--- src/rtl/timer_pkg.sv ---
// -----------------------------------------------------------------------------
// timer_pkg
// Definitions shared by timer_device and the system bridge that decodes its
// window: FSM state encoding, register word offsets (Addr[3:2]), CTRL mode
// values and the packed layout of the CTRL register.
// No ports (package).
// -----------------------------------------------------------------------------
package timer_pkg;

    // FSM state encoding
    localparam logic [1:0] ST_IDLE = 2'd0;
    localparam logic [1:0] ST_LOAD = 2'd1;
    localparam logic [1:0] ST_CNT  = 2'd2;
    localparam logic [1:0] ST_INT  = 2'd3;

    // Register word offsets as seen on Addr[3:2]
    localparam logic [1:0] OFF_CTRL   = 2'd0;
    localparam logic [1:0] OFF_PRESET = 2'd1;
    localparam logic [1:0] OFF_COUNT  = 2'd2;
    localparam logic [1:0] OFF_RSVD   = 2'd3;

    // CTRL.MODE values; 2'b10 and 2'b11 behave as one-shot
    localparam logic [1:0] MODE_ONESHOT = 2'b00;
    localparam logic [1:0] MODE_RELOAD  = 2'b01;

    // CTRL register layout: [3] IM, [2:1] MODE, [0] EN
    typedef struct packed {
        logic       im;
        logic [1:0] mode;
        logic       en;
    } ctrl_t;

endpackage

--- src/rtl/timer_device.sv ---
// -----------------------------------------------------------------------------
// timer_device
// 32-bit down-counting timer with one-shot and auto-reload modes, a memory-
// mapped register file (CTRL, PRESET, COUNT) and a maskable interrupt.
//
// Ports
//   clk    in   1      single clock, all state changes on its rising edge
//   reset  in   1      asynchronous, active-low reset
//   Addr   in   [31:2] word address; only Addr[3:2] is decoded
//   WE     in   1      full-word write strobe
//   Din    in   32     write data
//   Dout   out  32     combinational read data of the addressed register
//   IRQ    out  1      interrupt request (irq_flag gated by CTRL.IM)
//
// Register map (Addr[3:2])
//   00 CTRL   {28'b0, IM, MODE[1:0], EN}  read/write
//   01 PRESET 32-bit                      read/write
//   10 COUNT  32-bit                      read-only
//   11 reserved, reads RESERVED_RDATA, writes ignored
// -----------------------------------------------------------------------------
module timer_device
    import timer_pkg::*;
#(
    parameter logic [31:0] RESERVED_RDATA = 32'h0000_0000
) (
    input  logic        clk,
    input  logic        reset,
    input  logic [31:2] Addr,
    input  logic        WE,
    input  logic [31:0] Din,
    output logic [31:0] Dout,
    output logic        IRQ
);

    ctrl_t       ctrl;
    logic [31:0] preset;
    logic [31:0] count;
    logic [1:0]  state;
    logic        irq_flag;

    logic        ctrl_we;
    logic        preset_we;

    // Only Addr[3:2] selects a register; the bridge has already decoded the
    // upper bits into this device's window.
    logic unused_addr;
    assign unused_addr = ^Addr[31:4];

    assign ctrl_we   = WE && (Addr[3:2] == OFF_CTRL);
    assign preset_we = WE && (Addr[3:2] == OFF_PRESET);

    // -------------------------------------------------------------------------
    // Register file and FSM
    // -------------------------------------------------------------------------
    // NOTE: sequential state uses non-blocking assignments only, so every
    // decision below sees the values from before this edge; where two
    // assignments target the same register in one edge, the later one wins.
    always_ff @(posedge clk or negedge reset) begin
        if (!reset) begin
            ctrl     <= '0;
            preset   <= '0;
            count    <= '0;
            irq_flag <= 1'b0;
            state    <= ST_IDLE;
        end else begin
            if (preset_we) begin
                preset <= Din;
            end

            case (state)
                ST_IDLE: begin
                    if (ctrl.en) begin
                        state <= ST_LOAD;
                    end
                end

                // PRESET is only sampled here, so rewriting it mid-count
                // takes effect on the next load.
                ST_LOAD: begin
                    count <= preset;
                    state <= ST_CNT;
                end

                // Expiry is detected at COUNT<=1 so that PRESET=0 behaves as
                // PRESET=1 and the counter never wraps below zero.
                ST_CNT: begin
                    if (!ctrl.en) begin
                        state <= ST_IDLE;
                    end else if (count > 32'd1) begin
                        count <= count - 32'd1;
                    end else begin
                        count    <= '0;
                        irq_flag <= 1'b1;
                        state    <= ST_INT;
                    end
                end

                ST_INT: begin
                    if (ctrl.mode == MODE_RELOAD) begin
                        irq_flag <= 1'b0;
                        state    <= ST_LOAD;
                    end else begin
                        ctrl.en <= 1'b0;
                        state   <= ST_IDLE;
                    end
                end

                default: begin
                    state <= ST_IDLE;
                end
            endcase

            // Placed after the FSM so a CPU write to CTRL overrides the
            // one-shot EN clear (and any irq_flag update) on the same edge.
            if (ctrl_we) begin
                ctrl     <= ctrl_t'(Din[3:0]);
                irq_flag <= 1'b0;
            end
        end
    end

    // -------------------------------------------------------------------------
    // Read mux and interrupt output
    // -------------------------------------------------------------------------
    // NOTE: the combinational read mux assigns Dout a default first so no
    // path through the case leaves it unassigned (no latch).
    always_comb begin
        Dout = RESERVED_RDATA;
        case (Addr[3:2])
            OFF_CTRL:   Dout = {28'b0, ctrl};
            OFF_PRESET: Dout = preset;
            OFF_COUNT:  Dout = count;
            default:    Dout = RESERVED_RDATA;
        endcase
    end

    assign IRQ = irq_flag & ctrl.im;

endmodule

--- config.mk ---
export PLATFORM = sky130hd
export DESIGN_NAME = timer_device
export DESIGN_NICKNAME = d
export VERILOG_FILES = /design/src/rtl/timer_pkg.sv /design/src/rtl/timer_device.sv
export SDC_FILE = /design/constraint.sdc
export NUM_CORES = 1
export LEC_CHECK = 0
export ABC_AREA = 1
export BUFFER_PORTS_ARGS = -buffer_cell sky130_fd_sc_hd__buf_2
export CAP_MARGIN = 20
export CELL_PAD_IN_SITES_DETAIL_PLACEMENT = 1
export CELL_PAD_IN_SITES_GLOBAL_PLACEMENT = 2
export CORE_MARGIN = 1
export CORE_UTILIZATION = 30
export CTS_CLUSTER_DIAMETER = 120
export DETAILED_ROUTE_END_ITERATION = 8
export GPL_TIMING_DRIVEN = 0
export PLACE_DENSITY_LB_ADDON = 0.1
export SYNTH_ARGS = -nofsm -noshare
export SYNTH_HDL_FRONTEND = slang
export SYNTH_SLANG_ARGS = --single-unit
--- constraint.sdc ---
create_clock -name clk -period 2.1 [get_ports clk]
set_clock_uncertainty 0.1 [all_clocks]
set_input_delay 0.525 -clock clk [delete_from_list [all_inputs] [get_ports clk]]
set_output_delay 0.525 -clock clk [all_outputs]
set_load 0.02 [all_outputs]
# Word-level counts from Yosys, hierarchy flattened
# Cells that the tools add are included.
[totals] register_bits=71 word_cells=51 input_bits=65
[classes] n_addsub=1 mux=17 order_cmp=1 eq_ne=13 n_reduce_logical=11 bitwise=1
[ops] cell="32-bit one-hot mux with 3 select lines" count=1
[ops] cell="32-bit two-way mux" count=2
[ops] cell="32-bit one-hot mux with 2 select lines" count=1
[ops] cell="32-bit by 1-bit greater-than comparator with 1-bit output, second input constant" count=1
[ops] cell="32-bit by 1-bit subtractor with 32-bit output, second input constant" count=1
[ops] cell="3-bit != test, second input constant" count=4
[ops] cell="1-bit two-way mux" count=8
[ops] cell="2-bit one-hot mux with 4 select lines" count=1
[ops] cell="2-bit by 1-bit == test with 1-bit output, second input constant" count=3
[ops] cell="2-bit == test, second input constant" count=3
[ops] cell="2-bit two-way mux" count=3
[ops] cell="2-bit != test, second input constant" count=3
[ops] cell="2-bit AND reduction" count=3
[ops] cell="2-bit logical NOT" count=2
[ops] cell="4-bit AND reduction" count=1
[ops] cell="2-bit nonzero test" count=2
[ops] cell="3-bit nonzero test" count=1
[ops] cell="1-bit logical AND" count=2
[ops] cell="1-bit one-hot mux with 2 select lines" count=1
[ops] cell="1-bit AND" count=1

# Logic depth before layout (Yosys ltp)
# Gate-level depths: netlist of run 1.
[depth] ltp_word=5 mapped_depth=12

# Least setup slack after synthesis of run 1
# Ideal clock, no wire load.
[synth_path] path_type="in2out" from="input port Addr[2] in the netlist's numbering" to="output port Dout[11]" slack_ns=-0.063 path_stages=5 t_required_ns=1.475 path_buffers=1 arrival_ns=1.538 cell_sequence="inv_1 -> nor2_2 -> inv_1 -> clkbuf_1 -> o22ai_1"
[synth_via] elab_chain_len=2 elab_cells_between_ends=4 classes_between="eq/ne (2); mux (1); reduce/logical (1)"
[synth_lines] item="start, declared" line_no="timer_device.sv:28" source="input logic [31:2] Addr,"
[synth_lines] item="2-bit == test (tied with other cells)" line_no="timer_device.sv:129" source="case (Addr[3:2])"
[synth_lines] item="32-bit one-hot mux with 3 select lines *" line_no="timer_device.sv:129"
[synth_lines] item="end, declared" line_no="timer_device.sv:31" source="output logic [31:0] Dout,"
# Mark *: on every way between the ends. The rest lies on a longest branch, timed or not.

# Final worst setup path of run 1
[layout_path] from="input port Addr[2] in the netlist's numbering" to="output port Dout[9]"
# Same word-level chain as after synthesis.

==> results of run 1 <==
==> worst max-delay path: stages <==
cell and delay, ns:
buf_6 0.07, inv_2 0.04, nor2_4 0.15, buf_6 0.16
buf_6 0.16, nand2_1 0.06, o21ai_1 0.11, buf_4 0.18
==> layout by cell type, fill, tap and decap left out, types with 8 or more instances in the layout <==
cell type | Yosys | final
inv_1 | 67 | 63
clkbuf_16 | 0 | 11
xor2_1 | 20 | 20
nand2_2 | 4 | 8
buf_4 | 1 | 22
nor2_4 | 6 | 8
a21oi_1 | 24 | 24
buf_2 | 6 | 55
nand3_1 | 12 | 12
o21ai_0 | 47 | 41
mux2_2 | 13 | 13
clkbuf_1 | 13 | 9
nor2_1 | 92 | 91
o22ai_1 | 13 | 12
dfrtp_1 | 71 | 71
nand2_1 | 175 | 171
==> per-stage QoR <==
stage	total power [mW]	area (um^2)
after floorplan	4.18	4340
after global placement	5.10	4910
after detailed placement	5.21	4940
after CTS	6.72	5340
after global routing	7.26	5420
final	6.73	5420
==> state kept, by name (all words and copies together) (netlist names) <==
register / count
preset: 32
irq_flag: 1
ctrl: 4
state: 2
count: 32
==> Yosys cell counts <==
library cell  number  area, um^2
a21oi_1           24         120
a21oi_2            1        8.76
a31oi_1            7        43.8
buf_2              6        30.0
buf_4              1        7.51
buf_6              2        22.5
clkbuf_1          13        48.8
clkinv_1           1        3.75
dfrtp_1           71        1780
ha_1               2        25.0
inv_1             67         251
mux2_2            13         146
nand2_1          175         657
nand2_2            4        25.0
nand2_4            1        11.3
nand3_1           12        60.1
nand3_2            6        60.1
nand3b_1           1        7.51
nand4_1            2        12.5
nor2_1            92         345
nor2_2             7        43.8
nor2_4             6        67.6
nor3_1             3        15.0
o211ai_1           5        37.5
o21a_1             1        7.51
o21ai_0           47         235
o21ai_1            2        10.0
o22ai_1           13        81.3
xor2_1            20         175
==> cells by family (layout without fill, tap and decap cells) <==
logic type / count (synthesis) / count (layout) / synth area share (%)
and+or+nand+nor: 309 / 309 / 30.1
AOI/OAI and AO/OA: 100 / 100 / 12.6
buffers and inverters: 90 / 181 / 8.40
DFF: 71 / 71 / 41.0
xor gates and xnor gates: 20 / 20 / 4.04
muxes: 13 / 13 / 3.38
adders and majority gates: 2 / 2 / 0.577
==> area by class of cell <==
type	count	area, um^2
inverters	68	255
plain buffers	22	170
clock buffers	14	254
fillers	1771	8560
multi-input cells	444	2250
flip-flops and latches	71	1780
well taps	180	225
repair buffers	76	489
clock inverters	1	5.00
==> how the worst max path moves through the flow <==
stage	endpoint	slack, ns	cells after the start
3_5_place_dp	Dout[24]	-1.00	7
4_1_cts	Dout[7]	0.003	7
3_3_place_gp	Dout[19]	-1.0	7
6_report	Dout[9]	0.003	8
5_1_grt	Dout[27]	-0.03	8
2_1_floorplan	Dout[11]	-0.06	5
==> power breakdown <==
part | internal (mW) | total (mW) | switching (mW)
clock network | 0.826 | 1.41 | 0.589
registers | 1.82 | 2.38 | 0.567
logic | 1.03 | 2.93 | 1.91
==> per-layer routing <==
metal / wire, um / part of all wire [%] / global-route usage (%)
met4: 246 / 1.5 / 7.01
met1: 7780 / 49 / 32.5
met2: 7300 / 46 / 36.7
met3: 616 / 3.9 / 3.02
met5: 0 / 0 / 0
==> timing repair <==
action                     CTS  global route
setup buffers                4             1
cloned                       1             0
setup endpoints to repair   43            52
hold buffers                 0             0
pin swaps                    2             1
gates resized for setup     36            32
==> metrics, run 1 <==
Die W 122 um; CTS tree built; clock root buffer clkbuf_16; total routed wirelength 15.9 mm; vias in the first global route 4473; Final #Nets about 760; # IOs between 90 and 100; Yosys cell types 29; Critical Path RT between 1 and 1.5 ns; Skew-Pair Late Insertion Delay approximately 0.34 ns; port bufs 69; post-route insts no fill ~900; Avg Inst Size Synth 7.17 um^2; DRC Markers 0; Critical R2R Launch count[0]; fin crit share ~100%; status complete, no violations; clock tree buffer depth 2; final hold slack 0.00102 ns; largest net degree at the start of global routing 47; Crit. Startpoint Addr[2]; P per Cell Area ~1200 mW/mm^2; Data arrival, critical path 1.47 ns; Worst Setup End Kind primary output; ANT nets after route 0; RSZ-0062 raised after global routing yes; slew of the pin with the lowest slew margin 0.689 ns; Yosys reg bits roughly 70; worst r2r dst count[18]; Synth Cell Area roughly 0.0043 mm^2; # rows 43; type of origin of the critical path primary input; final worst slack approximately 0.0033 ns; core area ~0.014 mm^2; Placer Congestion 0.834; setup TNS 0 ns; wire length of the first global-routing pass roughly 25 mm; Vias per Instance 4.87; die area between 0.01 and 0.015 mm^2; area added between synthesis and finish 25.1%; Core Util, Final approximately two fifths; TritonRoute pass-1 iters 4; initial antenna violation count 0; grt ovf 0; f_max roughly 480 MHz; Die Y 122 um; fraction of layout cells with a size suffix above 1 roughly 22%; Setup CP Type in2out; H-tree depth 3; worst reg-to-reg path cell count 11; Max-Cap Viols 0; final hold vios 0; post-DR wirelength/cell between 15 and 20 um; Global Route Usage Sum between 20% and 30%; post-DP HPWL 11.8 mm; Leakage 2.62 nW; Pins Over Slew Limit 0; Max IR drop VDD between 0.0004 and 0.0005 V; vias around 4300; Worst Path Max Fanout 7; Max-slew headroom a little over half; R2R Setup Slk 0.19 ns; # setup viols final 0; initial DRC count 151; clock sink count between 70 and 80; clk slew on worst S/H paths ~0.06 ns; syn_nets 672; post-synthesis sequential area ratio 41.0%; placed cells approximately 860; Hold Path Class in2async; # diodes 0; Final Critical Period between 2 and 2.5 ns; starting density of the core a little over 30%; Num CTS Buffers 9; Syn. warnings 0; Cells after Synth between 600 and 700; Place WS -1.00 ns
Note: power is estimated with default switching activity, not from simulation.
==> run 2, diff against run 1 <==
--- a/config.mk
+++ b/config.mk
@@ -10,12 +10,12 @@
 export CAP_MARGIN = 20
 export CELL_PAD_IN_SITES_DETAIL_PLACEMENT = 1
 export CELL_PAD_IN_SITES_GLOBAL_PLACEMENT = 2
-export CORE_MARGIN = 1
+export CORE_MARGIN = 4
 export CORE_UTILIZATION = 30
 export CTS_CLUSTER_DIAMETER = 120
 export DETAILED_ROUTE_END_ITERATION = 8
 export GPL_TIMING_DRIVEN = 0
-export PLACE_DENSITY_LB_ADDON = 0.1
+export PLACE_DENSITY_LB_ADDON = 0.15
 export SYNTH_ARGS = -nofsm -noshare
 export SYNTH_HDL_FRONTEND = slang
 export SYNTH_SLANG_ARGS = --single-unit
==> metrics, run 2 (synthesis results as in run 1) <==
Max-Cap Viols 0; Final Critical Period between 2 and 2.5 ns; Num CTS Buffers 9; total routed wirelength about 17 mm; final hold vios 0; vias 4326; commonest non-fill, non-tap cells in the layout 174 x nand2_1, 90 x nor2_1, 71 x dfrtp_1; CTS tree built; wire length of the first global-routing pass around 26 mm; Skew-Pair Late Insertion Delay 0.35 ns; DRC Markers 0; clock sink count between 70 and 80; Total Power about 7.2 mW; Leakage about 2.7 nW; # rows 43; slew of the pin with the lowest slew margin roughly 0.66 ns; grt ovf 0; port bufs 69; Worst Path Max Fanout 5; Final #Nets ~760; TritonRoute pass-1 iters 4; Core Util, Final 41.0%; Vias per Instance about 4.9; area added between synthesis and finish 32.7%; largest net degree at the start of global routing 39; Die Y around 130 um; P per Cell Area approximately 1300 mW/mm^2; fraction of layout cells with a size suffix above 1 25.1%; fin crit share 104%; # setup viols final 15; Data arrival, critical path between 1.5 and 2 ns; RSZ-0062 raised after global routing yes; core area around 0.014 mm^2; post-DP HPWL 12.1 mm; failing checks negative setup slack; most common cell after layout, fill and taps aside nand2_1; initial DRC count ~230; initial antenna violation count 0; Die W between 100 and 150 um; Hold Path Class in2async; Max-slew headroom a little under three fifths; Max IR drop VDD around 0.00046 V; Critical Path RT ~1.5 ns; top flop regs count (32), preset (32), ctrl (4); clock root buffer clkbuf_16; vias in the first global route between 4000 and 5000; post-DR wirelength/cell approximately 19 um; clock tree buffer depth 2; design area roughly 0.0058 mm^2; Pins Over Slew Limit 0; type of origin of the critical path primary input; dpl cell area roughly 0.005 mm^2; die area 0.0164 mm^2; # IOs 98; clk slew on worst S/H paths 0.06 ns; cts hold-fix bufs 0; # diodes 0; Placer Congestion 0.889; Global Route Usage Sum between 20% and 30%; status finished with violations; starting density of the core about 30%; H-tree depth 3; ANT nets after route 0; final worst slack -0.0778 ns; f_max roughly 460 MHz; Worst Setup End Kind primary output; Setup CP Type in2out
run 2: cell count changes in the layout (fill, tap and decap cells not counted), moves of 5 or more:
cell and delta:
o22ai_1 -12, buf_6 +12, o22ai_4 +7, clkbuf_1 -5
buf_4 -9, o22ai_2 +5
run 2: report_power, final:
group | switching (mW) | internal (mW) | leakage (nW)
registers | 0.558 | 1.82 | 0.829
clock network | 0.627 | 1.10 | 0.158
logic | 2.02 | 1.11 | 1.74
run 2: worst paths after layout:
check / depth (start not counted) / from / slack [ns] / endpoint
setup / recovery: 6 / Addr[3] / -0.08 / Dout[8]
hold / removal: 1 / reset / 0.04 / count[6]
setup reg to reg: 10 / count[0] / 0.11 / count[8]
hold reg to reg: 2 / count[1] / 0.42 / count[1]
max in group asynchronous: 2 / reset / 1.26 / count[28]
min in group clk: 2 / Din[9] / 0.30 / preset[9]
run 2: routing by layer:
layer | share of wire [%] | up-vias | GRT usage, % | wire, um
met4 | 2.6 | 0 | 6.24 | 443
met2 | 47 | 92 | 33.8 | 7870
li1 | - | 2105 | - | -
met3 | 4.0 | 20 | 3.79 | 669
met5 | 0 | - | 0 | 0
met1 | 46 | 2109 | 27.8 | 7740
run 2: layout make-up:
| cell class | instances | area [um^2] |
|---|---|---|
| tap | 180 | 225 |
| multi-input combinational | 444 | 2380 |
| clock inverter | 5 | 80.1 |
| inverter | 68 | 262 |
| timing repair buffer | 80 | 614 |
| sequential | 71 | 1780 |
| fill | 1734 | 8290 |
| clock buffer | 11 | 253 |
| buffer | 22 | 169 |
run 2: timing repair:
item,in CTS,in global routing
buffers inserted,6,2
cloned,1,2
gates resized for setup,80,35
pin swaps,2,3
setup endpoints to repair,32,60
run 2: worst max-delay path, cell delays in order:
cell and delay [ns]:
buf_8 0.11, nor2_4 0.16, clkinvlp_4 0.25, clkbuf_16 0.25
o22ai_2 0.11, buf_6 0.14
run 2: stage by stage:
stage	std cells	worst slack, ns	setup TNS, ns	hold slack, ns
4_1_cts	878	-0.0716	-0.972	0.0485
3_5_place_dp	855	-1.04	-30.24	0.397
5_1_grt	881	-0.0941	-1.41	0.0670
2_1_floorplan	605	-0.0627	-0.627	0.129
3_3_place_gp	854	-0.995	-42.00	0.391
6_report	881	-0.0778	-0.933	0.0424
==> run 3, diff against run 2 <==
--- a/config.mk
+++ b/config.mk
@@ -12,6 +12,7 @@
 export CELL_PAD_IN_SITES_GLOBAL_PLACEMENT = 2
 export CORE_MARGIN = 4
 export CORE_UTILIZATION = 30
+export CTS_BUF_LIST = sky130_fd_sc_hd__clkbuf_16
 export CTS_CLUSTER_DIAMETER = 120
 export DETAILED_ROUTE_END_ITERATION = 8
 export GPL_TIMING_DRIVEN = 0
==> metrics, run 3 (synthesis results as in run 1) <==
status finished with violations; failing checks negative setup slack; Global Route Usage Sum around 21%; # diodes 0; R2R Setup Slk between 0.1 and 0.15 ns; Worst Setup End Kind primary output; RSZ-0062 raised after global routing yes; cts hold-fix bufs 0; cell internal pwr between 3 and 4 mW; vias approximately 4300; post-DR wirelength/cell 18.9 um; clock tree buffer depth 2; total routed wirelength between 15 and 20 mm; Critical Path RT about 1.5 ns; slew of the pin with the lowest slew margin between 0.6 and 0.7 ns; slowest CP cell clkinvlp_4; core area between 0.01 and 0.015 mm^2; H-tree depth 3; Clk pwr share 23.2%; crit-path cells buf_8 > nor2_4 > clkinvlp_4 > clkbuf_16 > o22ai_2 > buf_6; Die Y 128 um; Num CTS Buffers 9; logic gate share of total power 43.7%; top flop regs count (32), preset (32), ctrl (4); final hold vios 0; Setup CP Type in2out; Max-Cap Viols 0; delay-heaviest family, CP buffers and inverters; clk slew on worst S/H paths ~0.060 ns; Die W ~130 um; DRC Markers 0; # setup viols final 15; Hold Path Class in2async; die area around 0.016 mm^2; initial DRC count approximately 210; TritonRoute pass-1 iters 4; NetSw approximately 3.2 mW; Place WS -1.04 ns; starting density of the core approximately 30%; clock sink count 71; commonest non-fill, non-tap cells in the layout 174 x nand2_1, 90 x nor2_1, 71 x dfrtp_1; P per Cell Area about 1200 mW/mm^2; f_max between 400 and 500 MHz; CP max stage delay between 0.2 and 0.3 ns; Leakage roughly 2.7 nW; fin crit share 103%; most common cell after layout, fill and taps aside nand2_1; Max IR drop VDD 0.000459 V; clock root buffer clkbuf_16; vias in the first global route ~4500; sw frac 44.7%; final worst slack -0.0733 ns; type of origin of the critical path primary input; Vias per Instance about 4.9; area added between synthesis and finish 32.3%; Buf/Inv on CP 4; Fill cells between 1500 and 2000; Final Critical Period between 2 and 2.5 ns; Max-slew headroom between 50% and 60%; Worst Path Max Fanout 5; # IOs about 100; CTS tree built; Pins Over Slew Limit 0; largest net degree at the start of global routing 39; final hold slack about 0.042 ns; Placer Congestion around 0.9; Skew-Pair Late Insertion Delay between 0.3 and 0.4 ns; Reg power frac 33.1%; wire length of the first global-routing pass roughly 26 mm; # rows 43; post-DP HPWL around 12 mm; grt ovf 0; ANT nets after route 0; initial antenna violation count 0; fraction of layout cells with a size suffix above 1 approximately a quarter; Final #Nets between 700 and 800; port bufs 69; Data arrival, critical path ~1.6 ns
## run 3: changes by cell type in the layout (fill, tap and decap cells not counted), sizes merged
cell and delta:
clkbuf -2, clkinv +2
## run 3: final timing paths
check,from,end,cells past startpoint
max,Addr[3],Dout[8],6
min,reset,count[7],1
max reg2reg,count[1],count[8],10
min reg2reg,count[1],count[1],2
max in group asynchronous,reset,count[28],2
min in group clk,Din[9],preset[9],2
## run 3: power by group through the flow
stage          Clock (mW)  Sequential, mW  Combinational, mW
2_1_floorplan           0            2.20               1.98
3_3_place_gp            0            2.37               2.74
3_5_place_dp            0            2.39               2.83
4_1_cts              1.69            2.37               3.06
5_1_grt              1.75            2.46               3.47
6_report             1.66            2.37               3.13
## run 3: metal layers
| metal | vias up | part of all wire (%) | global-route usage, % | wire length [um] |
|---|---|---|---|---|
| met1 | 2090 | 46 | 27.8 | 7610 |
| met2 | 84 | 47 | 33.9 | 7890 |
| li1 | 2113 | - | - | - |
| met3 | 17 | 4.5 | 3.79 | 745 |
| met4 | 0 | 2.6 | 6.24 | 437 |
| met5 | - | 0 | 0 | 0 |
## run 3: area by class of cell
class | count | area, um^2 | area share (%)
buffer | 22 | 169 | 2.95
clock buffer | 9 | 225 | 3.93
clock inverter | 7 | 87.6 | 1.53
inverter | 68 | 262 | 4.56
multi-input combinational | 444 | 2380 | 41.4
sequential | 71 | 1780 | 31.0
tap | 180 | 225 | 3.93
timing repair buffer | 80 | 614 | 10.7
## run 3: repair_timing
action,4_1_cts,5_1_grt
cloned,1,2
endpoints found under the hold margin,0,0
gates resized for setup,80,35
setup buffers,6,2
pin swaps,2,3
endpoints found under the setup margin,32,60
## run 3: through the flow
step / power [mW] / utilization, % / TNS [ns] / instances / cell area [um^2]
after floorplan: 4.18 / - / -0.627 / 605 / 4340
after global placement: 5.11 / 34.9 / -42.00 / 854 / 4910
after CTS: 7.12 / 40.1 / -0.972 / 878 / 5640
after global routing: 7.68 / 40.8 / -1.41 / 881 / 5740
final: 7.16 / 40.8 / -0.907 / 881 / 5740
after detailed placement: 5.22 / 35.1 / -30.24 / 855 / 4930
